$ cat config.mk
export PLATFORM = sky130hd
export DESIGN_NAME = bit_filling_flat
export DESIGN_NICKNAME = d
export VERILOG_FILES = /design/src/rtl/bit_filling_if.sv /design/src/rtl/bit_filling.sv /design/src/flat_wrapper.sv
export SDC_FILE = /design/constraint.sdc
export NUM_CORES = 1
export LEC_CHECK = 0
export CAP_MARGIN = 0
export CORE_MARGIN = 2
export CORE_UTILIZATION = 45
export DETAILED_ROUTE_END_ITERATION = 8
export PLACE_DENSITY = 0.72
export SLEW_MARGIN = 20
export SYNTH_ARGS = -nofsm -noshare
export SYNTH_HDL_FRONTEND = slang
export SYNTH_SLANG_ARGS = --single-unit
$ cat constraint.sdc
create_clock -name clk -period 1.9 [get_ports clk]
set_clock_uncertainty 0.2 [all_clocks]
set_input_delay 0.38 -clock clk [delete_from_list [all_inputs] [get_ports clk]]
set_output_delay 0.38 -clock clk [all_outputs]
set_load 0.01 [all_outputs]
$ cat src/rtl/bit_filling_if.sv
// Request/result bundle for bit_filling: the master issues start/count/offset,
// the filler returns the generated word with busy/done/err status.
interface bit_filling_if #(
  parameter int WIDTH = 8,
  parameter int CW    = $clog2(WIDTH + 1),
  parameter int OW    = $clog2(WIDTH)
);
  // Handshake: start is a level request seen only while the filler is idle;
  // done stays high until start is observed low, so a held start never retriggers.
  logic             start;
  logic [CW-1:0]    count;
  logic [OW-1:0]    offset;
  logic [WIDTH-1:0] data;
  logic             busy;
  logic             done;
  logic             err;

  modport master (
    output start, count, offset,
    input  data, busy, done, err
  );

  modport slave (
    input  start, count, offset,
    output data, busy, done, err
  );
endinterface

$ cat src/rtl/bit_filling.sv
// Builds a WIDTH-bit word holding K ones at contiguous positions starting at P,
// one bit per clock, wrapping modulo WIDTH. Counts above WIDTH clamp and flag err.
module bit_filling #(
  parameter int WIDTH = 8,
  parameter int CW    = $clog2(WIDTH + 1),
  parameter int OW    = $clog2(WIDTH)
) (
  input  logic         clk,
  input  logic         reset,
  bit_filling_if.slave bus,
  output logic [1:0]   state_dbg
);

  typedef enum logic [1:0] {
    S_IDLE = 2'd0,
    S_FILL = 2'd1,
    S_DONE = 2'd2
  } state_t;

  state_t           state;
  logic [OW-1:0]    pos;
  logic [CW-1:0]    rem;
  logic [WIDTH-1:0] data_q;
  logic             busy_q;
  logic             done_q;
  logic             err_q;

  logic             cnt_over;
  logic [CW-1:0]    cnt_clamped;
  logic             off_in_range;
  logic [OW-1:0]    pos_next;

  always_comb begin
    cnt_over     = (int'(bus.count) > WIDTH);
    cnt_clamped  = cnt_over ? CW'(WIDTH) : bus.count;
    off_in_range = (int'(bus.offset) < WIDTH);
    pos_next     = (pos == OW'(WIDTH - 1)) ? '0 : pos + OW'(1);
  end

  always_ff @(posedge clk or posedge reset) begin
    if (reset) begin
      state  <= S_IDLE;
      pos    <= '0;
      rem    <= '0;
      data_q <= '0;
      busy_q <= 1'b0;
      done_q <= 1'b0;
      err_q  <= 1'b0;
    end else begin
      case (state)
        S_IDLE: begin
          if (bus.start) begin
            data_q <= '0;
            pos    <= off_in_range ? bus.offset : '0;
            rem    <= cnt_clamped;
            err_q  <= cnt_over;
            if (cnt_clamped == '0) begin
              state  <= S_DONE;
              done_q <= 1'b1;
            end else begin
              state  <= S_FILL;
              busy_q <= 1'b1;
            end
          end
        end
        S_FILL: begin
          // Clamped K never exceeds WIDTH, so no position is visited twice.
          data_q[pos] <= 1'b1;
          pos         <= pos_next;
          rem         <= rem - CW'(1);
          if (rem == CW'(1)) begin
            state  <= S_DONE;
            busy_q <= 1'b0;
            done_q <= 1'b1;
          end
        end
        S_DONE: begin
          if (!bus.start) begin
            state  <= S_IDLE;
            done_q <= 1'b0;
          end
        end
        default: begin
          state  <= S_IDLE;
          busy_q <= 1'b0;
          done_q <= 1'b0;
        end
      endcase
    end
  end

  assign bus.data  = data_q;
  assign bus.busy  = busy_q;
  assign bus.done  = done_q;
  assign bus.err   = err_q;
  assign state_dbg = state;

endmodule

$ cat src/flat_wrapper.sv
// flat-port wrapper written by rule: the top's interface ports become plain ports
module bit_filling_flat 
#(
  parameter int WIDTH = 8,
  parameter int CW    = $clog2(WIDTH + 1),
  parameter int OW    = $clog2(WIDTH)
)
  (clk, reset, state_dbg, bus_start, bus_count, bus_offset, bus_data, bus_busy, bus_done, bus_err);
  bit_filling_if #(.WIDTH(WIDTH), .CW(CW), .OW(OW)) bus_i ();
  input  logic clk;
  input  logic reset;
  output logic [1:0] state_dbg;
  input wire logic [$bits(bus_i.start)-1:0] bus_start;
  input wire logic [$bits(bus_i.count)-1:0] bus_count;
  input wire logic [$bits(bus_i.offset)-1:0] bus_offset;
  output wire logic [$bits(bus_i.data)-1:0] bus_data;
  output wire logic [$bits(bus_i.busy)-1:0] bus_busy;
  output wire logic [$bits(bus_i.done)-1:0] bus_done;
  output wire logic [$bits(bus_i.err)-1:0] bus_err;
  assign bus_i.start = bus_start;
  assign bus_i.count = bus_count;
  assign bus_i.offset = bus_offset;
  assign bus_data = bus_i.data;
  assign bus_busy = bus_i.busy;
  assign bus_done = bus_i.done;
  assign bus_err = bus_i.err;
  bit_filling #(.WIDTH(WIDTH), .CW(CW), .OW(OW)) u_core (.clk(clk), .reset(reset), .bus(bus_i), .state_dbg(state_dbg));
endmodule
Word level (Yosys, flattened, before mapping):

Index checks and enable logic that the tools add are counted.

* input port bits: 10
* logic and storage cells: 56
* register bits: 20

* eq/ne operators: 9
* $add $sub $neg: 2
* magnitude comparators: 3
* reductions and logical operators: 9
* bitwise logic cells: 2
* muxes and demuxes: 24

Operator list (count)
* case mux 8 bit (2 select lines): 1
* two-way mux 1 bit: 8
* two-way mux 2 bit: 4
* two-way mux 4 bit: 2
* two-way mux 8 bit: 1
* OR 8 bit: 1
* case mux 4 bit (2 select lines): 1
* AND reduction 4 bit: 2
* two-way mux 3 bit: 2
* != test 2 bit (second input constant): 3
* case mux 1 bit (3 select lines): 2
* case mux 2 bit (3 select lines): 1
* case mux 3 bit (2 select lines): 1
* == test 4 x 1 -> 1 bit (second input constant): 1
* greater-than comparator 4 bit (second input constant): 1
* logical NOT 4 bit: 1
* less-than comparator 3 x 4 -> 1 bit (second input constant): 1
* != test 2 x 1 -> 1 bit (second input constant): 2
* AND reduction 2 bit: 2
* subtractor 4 x 1 -> 4 bit (second input constant): 1
* adder 3 x 1 -> 3 bit (second input constant): 1
* demux 1 bit (select 3 bit): 1
* == test 3 bit (second input constant): 1
* greater-or-equal comparator 3 x 1 -> 1 bit (second input constant): 1
* 7 further kinds: 7

Logic depth before layout (Yosys ltp):

* word-level depth: 6
* mapped depth: 5

Worst setup path after synthesis:

OpenSTA, ideal clock, no wires.

* path type: flip-flop to flip-flop
* from: reg u_core.pos[0]
* to: reg u_core.pos[2]
* path slack: 0.478 ns
* period minus slack after synthesis: 1.422 ns
* path buffers: 0
* arrival time: 1.096 ns
* cell stages (with the launch flop): 5
* required time: 1.573 ns
* cells stage by stage: dfrtp_1 > ha_1 > ha_1 > a22oi_1 > o21ai_1

* cells in the longest elaborated chain, start to end: 3
* elaborated cells on any way between the ends: 4
* those cells by class: add/sub (1); eq/ne (1); mux (2)

RTL lines
* from (decl): RTL line bit_filling.sv:21 `logic [OW-1:0] pos;`
* from (signal assigned): RTL line bit_filling.sv:54 `pos <= off_in_range ? bus.offset : '0;`
* from (signal assigned): RTL line bit_filling.sv:69 `pos <= pos_next;`
* adder 3 x 1 -> 3 bit / == test 3 bit (equally long branches): RTL line bit_filling.sv:37 `pos_next = (pos == OW'(WIDTH - 1)) ? '0 : pos + OW'(1);`
* two-way mux 3 bit (*): RTL line bit_filling.sv:37
* case mux 3 bit (2 select lines) (*): RTL line bit_filling.sv:50 `case (state)`

Every way passes the cells marked *; elsewhere a longest branch is shown, timed or not.
A chain may end at the register's enable or synchronous reset.

Worst setup path in the final report:

* from: reg u_core.busy_q (netlist: u_core.bus.busy)
* to: out bus_busy

RTL lines
* from (decl): RTL line bit_filling.sv:24 `logic busy_q;`
* from (signal assigned): RTL line bit_filling.sv:46 `busy_q <= 1'b0;`
* from (signal assigned): RTL line bit_filling.sv:62 `busy_q <= 1'b1;`
* from (signal assigned): RTL line bit_filling.sv:73 `busy_q <= 1'b0;`
* to (decl): RTL line flat_wrapper.sv:17 `output wire logic [$bits(bus_i.busy)-1:0] bus_busy;`

No word-level cell between the ends.

==> results_dict.tcl <==
set metrics [dict create \
    p_clk_share_pct 11.7 \
    synthArstFlopShare_pct 100.0 \
    worstReg2RegEnd "u_core.bus.busy" \
    drt-total-wl_um 2264 \
    start_util_pct 48.01 \
    final_cell_area_um2 1375 \
    fin_hold_ws_ns 0.1756 \
    p_leak_nw 0.6035 \
    cp_max_fo 2 \
    place_area_um2 1330 \
    root_buffer "clkbuf_4" \
    synth_common_cells "20 x dfrtp_1, 12 x nor2_1, 8 x inv_1" \
    multi_input_area_um2 491.7 \
    port-buffer-count 22 \
    rr_worst_depth 6 \
    cp.arrival_ns 1.22 \
    yosysWarningCount 0 \
    vdd_drop_max_uv 826.1 \
    p_seq_share_pct 36.3 \
    drt-wirelength-per-cell_um 13.64 \
    intPower_mw 1.315 \
    power.share.switching_pct 39.30 \
    post-place-ws_ns 0.05741 \
    grt_max_degree 21 \
    worst_slew_pin_slew_ns 0.4209 \
    netlist_top_cells_area "dfrtp_1 47%, ha_1 4.7%, nor2_1 4.2%, a31oi_1 4.1%, nor2b_1 4.1%" \
    finalHoldViolCount 0 \
    status "finished, final reports clean" \
    coreArea_um2 2233 \
    ctsLongestPathBuffers 2 \
    crit_end "bus_busy" \
    post-route-util_pct 61.57 \
    fin_crit_ns 1.800 \
    rows 17 \
    required_ns 1.32 \
    comb_power_share_pct 51.9 \
    cts.sinks 20 \
    hpwl_um 1661 \
    path_cells "clkdlybuf4s50_1" \
    syn_area_um2 1072 \
    grt_pass1_wl_um 3774 \
    cts_tree "built" \
    clk_latency_ns 0.31 \
    cp_num_buf_inv 1 \
    finalSetupViolCount 0 \
    via_per_inst 5.380 \
    post-route-period-util_pct 94.74 \
    finalPower_mw 2.167 \
    grt_use_total_pct 18.95 \
    path_class "register to output port" \
    max_stage_delay_ns 0.53 \
    yosysTopAreaCell "dfrtp_1" \
    nFillCells 193 \
    maxCapViolCount 0 \
    critPathCaptureType "output port" \
    drive_above_1_share_pct 12.32 \
    drt_pass1_iterations 4 \
    synth.net_count 125 \
    critPathSlowestCell "clkdlybuf4s50_1" \
    layout.cells.non_filler 166 \
    ys_ff_latch 20 \
    p_per_area_nw_per_um2 1576 \
    ys_types 31 \
    ff_latch_area_um2 501.7 \
    min_path_type "input port to async pin" \
    dominantRegCellSynth "dfrtp_1" \
    grt_overflow 0 \
    dieWidth_um 52.82 \
    ys_seq_area_share_pct 46.67 \
    syn_to_final_growth_pct 28.24 \
    pin_count 23 \
    synthCells 111 \
    drc 0 \
    slew_violations 0 \
    cp-startpoint "u_core.bus.busy" \
    tns_ns 0 \
    synth_top_area_share_pct 46.67 \
    synth_edf_count 0 \
    htreeDepth 1 \
    place.gp.congestion 0.7512 \
    rsz0062_at_grt "no" \
    grt_antenna_before_repair 0 \
    clk_pin_slew_ns 0.12 \
    grt_pass1_vias 836 \
    die-area_um2 2789 \
    drtIter0Drc 23 \
    die_h_um 52.82 \
    cts_buffers 3 \
    finalWorstSetupSlack_ns 0.09994 \
    switching_power_uw 851.7 \
    fmax_mhz 555.5 \
    worst_setup_path_start_kind "register" \
    critical_path.top_delay_family "buffers and inverters" \
    r2r_start "u_core.state_dbg[0]" \
    avgSynthCellArea_um2 9.660 \
    diodes 0 \
    place_inst 161 \
    via_count 893 \
    rrSetupSlack_ns 0.27 \
    crit_cells 1 \
    relSlewSlack_pct 71.59 \
    synth.most_common_cell "dfrtp_1" \
    fin_nets 153 \
    postRouteAntennaNets 0 \
]
==> power by group through the flow <==
| stage | sequential, mW | combinational [mW] | clock (mW) |
|---|---|---|---|
| detailed placement | 0.814 | 1.10 | 0 |
| finish | 0.787 | 1.13 | 0.254 |
| global route | 0.817 | 1.26 | 0.285 |
| global placement | 0.808 | 1.07 | 0 |
| CTS | 0.786 | 1.14 | 0.266 |
| floorplan | 0.816 | 0.691 | 0 |
==> placed cells by master (no fill, tap or decap), types with 2 or more instances in the layout <==
| master | netlist | routed |
|---|---|---|
| a21oi_1 | 4 | 4 |
| a22oi_1 | 5 | 5 |
| a31oi_1 | 7 | 7 |
| buf_4 | 1 | 8 |
| clkbuf_4 | 0 | 3 |
| clkdlybuf4s50_1 | 0 | 22 |
| dfrtp_1 | 20 | 19 |
| ha_1 | 4 | 4 |
| inv_1 | 8 | 8 |
| nand2_1 | 6 | 6 |
| nand2b_1 | 3 | 3 |
| nand3_1 | 3 | 3 |
| nor2_1 | 12 | 12 |
| nor2b_1 | 7 | 7 |
| nor3b_2 | 2 | 2 |
| o21ai_0 | 5 | 5 |
| o21ai_1 | 3 | 3 |
| or3_1 | 2 | 2 |
==> sequential cells by signal, indices dropped and copies added (netlist names) <==
signal,count
u_core.state_dbg,2
u_core.pos,3
u_core.bus.err,1
u_core.bus.done,1
u_core.bus.data,8
u_core.bus.busy,1
u_core.rem,4
==> area by class of cell <==
class	count	share of cell area, %
repair buffers	30	20.38
multi-input cells	76	35.76
flip-flops and latches	20	36.49
well taps	28	2.548
inverters	8	2.184
clock buffers	4	2.639
==> worst min-delay path by stage <==
stage / start / endpoint / slack [ns] / cells after the start
final: reset / u_core.pos[1] / 0.18 / 3
after global routing: reset / u_core.state_dbg[0] / 0.20 / 3
after CTS: reset / u_core.bus.done / 0.17 / 3
after global placement: u_core.bus.busy / u_core.bus.busy / 0.28 / 1
after detailed placement: u_core.bus.data[4] / u_core.bus.data[4] / 0.29 / 2
after floorplan: reset / u_core.bus.busy / 0.14 / 1
==> metal layers <==
metal	vias up	wire length, µm	GRT usage [%]
met5	-	0	0
met4	0	30	8.974
met3	2	96	2.571
met2	22	1038	29.38
met1	421	1098	25.95
li1	448	-	-
==> cells by family (layout without fill, tap and decap cells) <==
group / after synthesis / in the layout / synth area share, %
simple gates: 40 / 40 / 21.47
compound gates: 31 / 31 / 18.79
flops: 20 / 20 / 46.67
buf+inv: 15 / 42 / 7.468
fa+ha+maj: 4 / 4 / 4.668
mux: 1 / 1 / 0.9335
==> what timing repair did <==
action,CTS,global route
hold buffers,0,0
setup endpoints to repair,1,0
gates resized for setup,1,0
setup buffers,1,0
hold endpoints to repair,0,0
==> tightest hold or removal path, cell delays in order <==
cell	delay, ns
clkdlybuf4s50_1	0.39
inv_1	0.05
buf_4	0.26
(Power assumes the default switching activity.)
